**src/rtl/cfu_issue_unit.sv**
```systemverilog
// Core-side CFU initiator: a single request register toward the CFU, credit-based flow control,
// an in-order response FIFO toward writeback, and sticky timeout / spurious-response flags.
module cfu_issue_unit #(
  parameter int unsigned ID_W            = 4,
  parameter int unsigned MAX_OUTSTANDING = 4,
  parameter int unsigned TIMEOUT_CYCLES  = 1024
) (
  input  logic            clk_i,
  input  logic            rst_i,
  input  logic            issue_valid_i,
  output logic            issue_ready_o,
  input  logic [ID_W-1:0] issue_id_i,
  input  logic [9:0]      issue_func_i,
  input  logic [31:0]     issue_rs1_i,
  input  logic [31:0]     issue_rs2_i,
  output logic            cfu_req_valid_o,
  input  logic            cfu_req_ready_i,
  output logic [ID_W-1:0] cfu_req_id_o,
  output logic [9:0]      cfu_req_func_o,
  output logic [31:0]     cfu_req_data0_o,
  output logic [31:0]     cfu_req_data1_o,
  input  logic            cfu_resp_valid_i,
  output logic            cfu_resp_ready_o,
  input  logic [ID_W-1:0] cfu_resp_id_i,
  input  logic [31:0]     cfu_resp_data_i,
  input  logic [2:0]      cfu_resp_status_i,
  output logic            wb_valid_o,
  input  logic            wb_ack_i,
  output logic [ID_W-1:0] wb_id_o,
  output logic [31:0]     wb_data_o,
  output logic            wb_err_o,
  output logic            timeout_err_o,
  output logic            spurious_err_o
);

  localparam int unsigned PtrW = $clog2(MAX_OUTSTANDING);
  localparam int unsigned CntW = PtrW + 1;
  localparam int unsigned WdW  = $clog2(TIMEOUT_CYCLES + 1);
  localparam int unsigned EntW = ID_W + 33;

  localparam logic [CntW-1:0] MaxCnt = CntW'(MAX_OUTSTANDING);
  localparam logic [CntW-1:0] CntOne = CntW'(1);
  localparam logic [PtrW-1:0] PtrOne = PtrW'(1);
  localparam logic [WdW-1:0]  WdMax  = WdW'(TIMEOUT_CYCLES);
  localparam logic [WdW-1:0]  WdOne  = WdW'(1);

  localparam logic [0:0] StIdle    = 1'b0;
  localparam logic [0:0] StPending = 1'b1;

  logic [0:0]      req_state_q, req_state_d;
  logic [ID_W-1:0] req_id_q;
  logic [9:0]      req_func_q;
  logic [31:0]     req_data0_q, req_data1_q;
  logic [CntW-1:0] credits_q, credits_d;
  logic [CntW-1:0] count_q, count_d;
  logic [PtrW-1:0] wr_ptr_q, rd_ptr_q;
  logic [WdW-1:0]  wd_q, wd_d;
  logic            timeout_err_q, spurious_err_q;
  logic [EntW-1:0] mem_q [MAX_OUTSTANDING];

  logic            req_pending, req_hs, issue_hs, resp_hs, wb_hs;
  logic            spurious, push, full;
  logic [CntW-1:0] inflight;

  assign req_pending   = (req_state_q == StPending);
  assign req_hs        = req_pending & cfu_req_ready_i;
  assign issue_ready_o = (~req_pending | req_hs) & (credits_q < MaxCnt);
  assign issue_hs      = issue_valid_i & issue_ready_o;

  assign full             = (count_q == MaxCnt);
  assign cfu_resp_ready_o = ~full;
  assign resp_hs          = cfu_resp_valid_i & cfu_resp_ready_o;
  // Nothing expected back from the CFU: the response cannot belong to any issued request.
  assign spurious         = resp_hs & (credits_q == count_q);
  assign push             = resp_hs & ~spurious;

  assign wb_valid_o = (count_q != '0);
  assign wb_hs      = wb_valid_o & wb_ack_i;

  // Requests actually handed to the CFU and still awaiting their response.
  assign inflight = credits_q - count_q - CntW'(req_pending);

  always_comb begin
    req_state_d = req_state_q;
    if (issue_hs) begin
      req_state_d = StPending;
    end else if (req_hs) begin
      req_state_d = StIdle;
    end
  end

  always_comb begin
    credits_d = credits_q;
    if (issue_hs && !wb_hs) begin
      credits_d = credits_q + CntOne;
    end else if (!issue_hs && wb_hs) begin
      credits_d = credits_q - CntOne;
    end
  end

  always_comb begin
    count_d = count_q;
    if (push && !wb_hs) begin
      count_d = count_q + CntOne;
    end else if (!push && wb_hs) begin
      count_d = count_q - CntOne;
    end
  end

  always_comb begin
    wd_d = wd_q;
    if (resp_hs || (inflight == '0)) begin
      wd_d = '0;
    end else if (wd_q != WdMax) begin
      wd_d = wd_q + WdOne;
    end
  end

  always_ff @(posedge clk_i or posedge rst_i) begin
    if (rst_i) begin
      req_state_q    <= StIdle;
      credits_q      <= '0;
      count_q        <= '0;
      wr_ptr_q       <= '0;
      rd_ptr_q       <= '0;
      wd_q           <= '0;
      timeout_err_q  <= 1'b0;
      spurious_err_q <= 1'b0;
    end else begin
      req_state_q    <= req_state_d;
      credits_q      <= credits_d;
      count_q        <= count_d;
      wd_q           <= wd_d;
      timeout_err_q  <= timeout_err_q | (wd_q == WdMax);
      spurious_err_q <= spurious_err_q | spurious;
      if (push) begin
        wr_ptr_q <= wr_ptr_q + PtrOne;
      end
      if (wb_hs) begin
        rd_ptr_q <= rd_ptr_q + PtrOne;
      end
    end
  end

  // Payload storage carries no reset; validity is tracked by the state above.
  always_ff @(posedge clk_i) begin
    if (issue_hs) begin
      req_id_q    <= issue_id_i;
      req_func_q  <= issue_func_i;
      req_data0_q <= issue_rs1_i;
      req_data1_q <= issue_rs2_i;
    end
    if (push) begin
      mem_q[wr_ptr_q] <= {cfu_resp_id_i, cfu_resp_data_i, |cfu_resp_status_i};
    end
  end

  assign cfu_req_valid_o = req_pending;
  assign cfu_req_id_o    = req_id_q;
  assign cfu_req_func_o  = req_func_q;
  assign cfu_req_data0_o = req_data0_q;
  assign cfu_req_data1_o = req_data1_q;

  assign {wb_id_o, wb_data_o, wb_err_o} = mem_q[rd_ptr_q];

  assign timeout_err_o  = timeout_err_q;
  assign spurious_err_o = spurious_err_q;

endmodule

```
**config.mk**
```make
export PLATFORM = sky130hd
export DESIGN_NAME = cfu_issue_unit
export DESIGN_NICKNAME = d
export VERILOG_FILES = /design/src/rtl/cfu_issue_unit.sv
export SDC_FILE = /design/constraint.sdc
export NUM_CORES = 1
export LEC_CHECK = 0
export CORE_MARGIN = 2
export CORE_UTILIZATION = 44
export CTS_CLUSTER_DIAMETER = 100
export CTS_CLUSTER_SIZE = 28
export DETAILED_ROUTE_END_ITERATION = 10
export PLACE_DENSITY = 0.84
export SLEW_MARGIN = 20
export SYNTH_ARGS = -nofsm -noshare
export SYNTH_HDL_FRONTEND = slang
export SYNTH_SLANG_ARGS = --single-unit
```
**constraint.sdc**
```tcl
create_clock -name clk_i -period 4.97 [get_ports clk_i]
set_input_delay 0.994 -clock clk_i [delete_from_list [all_inputs] [get_ports clk_i]]
set_output_delay 0.994 -clock clk_i [all_outputs]
set_load 0.02 [all_outputs]
```
==> impl_results.md, run 1 <==
- Mapped Area: between 9000 and 10000 sq um
- Syn. warnings: 0
- Hold Vio Cnt, Final: 0
- Setup TNS: 0 ns
- First-pass GRT wire length: 29700 microns
- Ant diodes: 0
- Hold Buf Count CTS: 0
- CP Launch Type: flip-flop
- CTS H-Tree Depth: 1
- Seq cells post-synth: 250
- Endpoint type of the worst setup path: output pin
- Fin crit period: 3.60 ns
- Worst-margin pin slew: approximately 1.1 ns
- Bufs on Longest Clock Path: 3
- Layout fillers: 1480
- Multi-input logic area: between 1500 and 2000 sq um
- Run status: finished clean
- Slowest Stage Delay on Critical Path: between 0.6 and 0.7 ns
- Die area: ~22000 sq um
- DR vias/cell: ~5.1
- Num ports: around 240
- Fin. max-slew vios: 0
- Buf/Inv on CP: 2
- Clk sinks: 250
- Worst path slowest cell: mux4_2
- Antenna viol nets, final: 0
- CP Max Fanout: 39
- Syn Area/Cell: about 22 sq um
- Max Freq: about 0.28 GHz
- Ranking of synthesized cells by area: edfxtp_1 (74%), mux4_2 (9.1%), dfrtp_1 (6.6%), ha_1 (1.4%), fa_1 (0.88%)
- RSZ-0062 raised after global routing: false
- Post-synth top area share: about three quarters
- Setup-failing EPs final: 0
- Worst hold path class: flip-flop to flip-flop
- Clock Latency Late Sink: approximately 0.47 ns
- Fraction of layout cells with a size suffix above 1: 10.4%
- Worst rel slew slack: between 20% and 30%
- Reg area: roughly 7400 sq um
- Remaining DRCs: 0
- Peak VDD IR: ~460 uV
- CTS tree: yes
- Initial Util: 44.9%
- WP data required: just under 4 ns
- Cell variety after synth: 39
- RePlAce Congestion: around 0.82
- Row cnt: between 50 and 60
- Power per standard cell area: around 540 nW/um^2
- Final core utilization: about 60%
- WL/cell: between 20 and 25 microns
- Final nets: about 790
- CP delay by family, top: buffers and inverters
- Clock Tree Root: clkbuf_16
- Global route total overflow: 0
- Kind of critical path: flip-flop to output pin
- Area growth, synth to finish: 34.0%
- Cell taking the most area after synthesis: edfxtp_1
- Die width: 148 microns
- Die height: ~150 microns
- TritonCTS Buffers: 12
- Via count: ~4800
- Clk slew on worst S/H paths: roughly 0.10 ns
- Setup Skew: roughly 0.016 ns
- Vias in the first global route: about 5200
- Synth Instances: just over 400
- Initial antenna violation count: 0
- Commonest non-fill, non-tap cell in the layout: clkdlybuf4s50_1
- Drt first pass iters: 5
- Leak pwr: roughly 0.004 uW
- Buffers added on ports: roughly 240
- Number of max-cap violations: 0
- Core area: 20300 sq um
- Crit path cell chain: buf_4 -> mux4_2 -> clkdlybuf4s50_1
- Synthesized net count: 545
- Number of setup buffers added after CTS: 0
- Total Routing Usage GR: between 10% and 20%
- Sequential area share after synthesis: about four fifths
- Critical Path AT: 2.61 ns
- Gates resized, CTS repair: 0
- Final Cycle Share: between 70 and 80%
- Largest net degree at the start of global routing: 79
- DRT Wirelength: just under 20000 microns
- Hpwl dp: 13400 microns
- DRT iter0 DRCs: between 300 and 400
- Commonest cells after routing, fill and taps aside: clkdlybuf4s50_1 (243), edfxtp_1 (226), mux4_2 (37)
sequential cells by signal (all words and copies together), names as in the netlist:
signal           flops
mem_q              148
cfu_req_data0_o     32
cfu_req_data1_o     32
wd_q                11
cfu_req_func_o      10
cfu_req_id_o         4
count_q              3
credits_q            3
rd_ptr_q             2
wr_ptr_q             2
cfu_req_valid_o      1
spurious_err_o       1
timeout_err_o        1
synthesized netlist by cell type, drive strengths merged:
library cell  number
nor4bb             1
a311oi             1
nand4              4
nand2              4
or3                4
xnor2              8
inv               16
nor2               9
xnor3              1
a21oi              9
or4                4
nand2b             1
a311o              1
o32ai              1
o31ai              4
mux2               3
nor4               1
mux4              37
xor2               7
dfrtp             24
buf                7
fa                 4
edfxtp           226
a31o               3
nor3b              1
clkbuf             3
ha                10
o21ai              3
or2                1
nand3              5
a41o               1
and2               4
cells by family (layout without fill, tap and decap cells):
group / after synthesis / after routing / share of synthesized area [%]
multiplexers: 40 / 40 / 9.50
buffers and inverters: 26 / 280 / 1.26
AO/OA/AOI/OAI: 23 / 23 / 1.88
XOR/XNOR: 16 / 16 / 1.69
adder cells (fa/ha/maj): 14 / 14 / 2.25
flip-flops: 250 / 250 / 81.0
AND/OR/NAND/NOR: 39 / 39 / 2.44
worst paths after layout:
path | depth (start not counted) | slack [ns] | to | start
max in group asynchronous | 2 | 3.59 | rd_ptr_q[1] | rst_i
worst max-delay path | 3 | 1.37 | wb_id_o[3] | rd_ptr_q[0]
min in group asynchronous | 2 | 0.91 | cfu_req_valid_o | rst_i
worst min-delay path | 1 | 0.50 | timeout_err_o | timeout_err_o
worst max register to register | 9 | 1.81 | wd_q[10] | count_q[0]
worst min register to register | 1 | 0.50 | timeout_err_o | timeout_err_o
metal layers:
layer	vias to the layer above	track usage (%)	routed length, microns
met5	-	0	0
met4	0	4.00	430
met2	217	32.2	10200
met1	2424	21.0	7190
li1	2122	-	-
met3	30	5.22	1600
stage by stage:
step	power, uW	hold WS (ns)	std cells	cell area (sq um)	setup WS (ns)
after global routing	6890	0.515	932	12200	1.19
after detailed placement	5560	0.461	913	11900	1.43
after CTS	6620	0.505	932	12200	1.29
after floorplan	4520	0.507	408	9130	0.552
after global placement	5470	0.476	913	11900	1.62
final	6560	0.497	932	12200	1.37
report_power, final:
group	total, uW	switching (uW)	internal (uW)	leakage, uW
clock	1060	577	488	0.000167
sequential	3060	237	2820	0.00238
combinational	2430	1250	1180	0.00154
total	6560	2070	4490	0.00408
area by class of cell:
| type | count | area share [%] |
|---|---|---|
| flip-flops and latches | 250 | 60.5 |
| repair buffers | 245 | 20.0 |
| multi-input cells | 132 | 13.4 |
| clock buffers | 19 | 2.85 |
| well taps | 270 | 2.76 |
| inverters | 16 | 0.491 |
worst register-to-register path, cell delays in order (launching register included):
cell and delay, ns:
dfrtp_1 0.50, inv_1 0.09, fa_1 0.51, inv_1 0.05, ha_1 0.16, or2_2 0.30
fa_1 0.38, xnor3_1 0.22, o32ai_2 0.66, a21oi_1 0.13
No activity file was read; power rests on OpenSTA's default activity.
==> run 2, diff against run 1 <==
==> constraint.sdc (replaced) <==
create_clock -name clk_i -period 3.3 [get_ports clk_i]
set_input_delay 0.66 -clock clk_i [delete_from_list [all_inputs] [get_ports clk_i]]
set_output_delay 0.66 -clock clk_i [all_outputs]
set_load 0.02 [all_outputs]
==> run 2 against run 1 <==
Effect of this change:
- core utilization is 0.59 points higher
- global-route usage grew 0.31 points
- highest routed layer unchanged
- sequential power increased by 49%
- final area up 0.97%
==> impl_results.md, run 2 (synthesis gave the netlist of run 1 again) <==
- Final nets: 801
- Multi-input logic area: 1630 sq um
- Hpwl dp: 13900 microns
- RSZ-0062 raised after global routing: false
- Setup-failing EPs final: 0
- First-pass GRT wire length: 30100 microns
- CP Max Fanout: 11
- Hold Path Depth: 1
- Fin. max-slew vios: 0
- Drt first pass iters: 6
- CP Launch Type: flip-flop
- Final core utilization: 60.8%
- R2r setup slk: between 0.3 and 0.4 ns
- Power per standard cell area: between 800 and 900 nW/um^2
- Total Routing Usage GR: a little under a fifth
- Num ports: between 200 and 250
- Hold Vio Cnt, Final: 0
- DRT iter0 DRCs: approximately 270
- Leak pwr: around 0.0041 uW
- Die area: approximately 22000 sq um
- Commonest non-fill, non-tap cell in the layout: clkdlybuf4s50_1
- Critical Path AT: between 2 and 2.5 ns
- Worst Slack Setup Final: 0.145 ns
- Clk slew on worst S/H paths: around 0.10 ns
- Worst-margin pin slew: ~0.98 ns
- Worst R2R Path Depth: 10
- Gates resized, CTS repair: 0
- Clock Latency Late Sink: approximately 0.47 ns
- Largest net degree at the start of global routing: between 70 and 80
- Die width: 148 microns
- Reg2reg end: wd_q[8]
- Worst rel slew slack: between 30% and 40%
- Number of max-cap violations: 0
- Worst hold path class: flip-flop to flip-flop
- Remaining DRCs: 0
- CTS H-Tree Depth: 1
- Fraction of layout cells with a size suffix above 1: roughly 11%
- Area growth, synth to finish: 35.3%
- Kind of critical path: flip-flop to output pin
- Clk sinks: 250
- Row cnt: 52
- Core area: ~20000 sq um
- Buffers added on ports: between 200 and 250
- Worst R2R Start: count_q[0]
- DRT Wirelength: a little under 20000 microns
- Peak VDD IR: between 600 and 700 uV
- Via count: roughly 4800
- DP Worst Slack: a little over 0.4 ns
- Vias in the first global route: roughly 5300
- Setup TNS: 0 ns
- Die height: between 100 and 150 microns
- Run status: finished clean
- Fin crit period: 3.15 ns
- Bufs on Longest Clock Path: 3
- Initial Util: between 40 and 50%
- Max reg flops: between 100 and 150
- Max Freq: ~0.32 GHz
- Largest Register: mem_q
- Hold Buf Count CTS: 0
- TritonCTS Buffers: 12
- Final Cycle Share: between 90% and 100%
- Endpoint type of the worst setup path: output pin
- Antenna viol nets, final: 0
- Reg area: 7390 sq um
- DR vias/cell: between 5 and 6
- Initial antenna violation count: 0
- Endpoint, Worst Hold: timeout_err_o
- Commonest cells after routing, fill and taps aside: clkdlybuf4s50_1 (243), edfxtp_1 (226), mux4_2 (37)
- CTS tree: yes
- WL/cell: roughly 21 microns
- Setup Skew: roughly 0.012 ns
- Clock Tree Root: clkbuf_16
- Number of setup buffers added after CTS: 0
- Min-delay src: timeout_err_o
- Layout fillers: 1466
- WP data required: between 2 and 3 ns
- RePlAce Congestion: just under 0.8
- Global route total overflow: 0
run 2: critical path: stages (launching register included):
cell	delay [ns]
dfrtp_2	0.63
buf_4	0.30
mux4_2	0.53
clkdlybuf4s50_1	0.56
run 2: how the worst max path moves through the flow:
stage / start / endpoint / cells past startpoint
after floorplan: issue_valid_i / credits_q[2] / 8
after global placement: count_q[0] / wd_q[10] / 10
after detailed placement: count_q[0] / wd_q[8] / 10
after CTS: rd_ptr_q[0] / wb_id_o[0] / 3
after global routing: rd_ptr_q[0] / wb_data_o[25] / 3
final: rd_ptr_q[0] / wb_id_o[0] / 3
run 2: final cells by class:
class,count,share of cell area [%]
Clock buffer,17,2.76
Timing Repair Buffer,252,20.9
Multi-Input combinational cell,132,13.2
Sequential cell,250,59.9
Clock inverter,1,0.0304
Antenna cell,1,0.0203
Tap cell,270,2.74
Inverter,16,0.487
run 2: power by group:
| group | switching (uW) | internal (uW) |
|---|---|---|
| registers | 321 | 4230 |
| clock network | 878 | 728 |
| logic | 1930 | 1890 |
| total | 3130 | 6850 |
run 2: stage by stage:
| step | instance area, sq um | cells | power, uW | hold slack, ns |
|---|---|---|---|---|
| 6_report | 12300 | 939 | 9980 | 0.497 |
| 5_1_grt | 12300 | 938 | 10500 | 0.508 |
| 4_1_cts | 12300 | 938 | 10100 | 0.498 |
| 3_5_place_dp | 12000 | 920 | 8520 | 0.472 |
| 3_3_place_gp | 12000 | 920 | 8360 | 0.472 |
| 2_1_floorplan | 9130 | 408 | 6800 | 0.507 |
run 2: layer usage:
layer,track usage (%),vias up,share of wire [%]
li1,-,2137,-
met1,20.8,2449,37
met2,33.9,198,54
met3,4.85,29,7.3
met4,3.62,0,1.7
met5,0,-,0
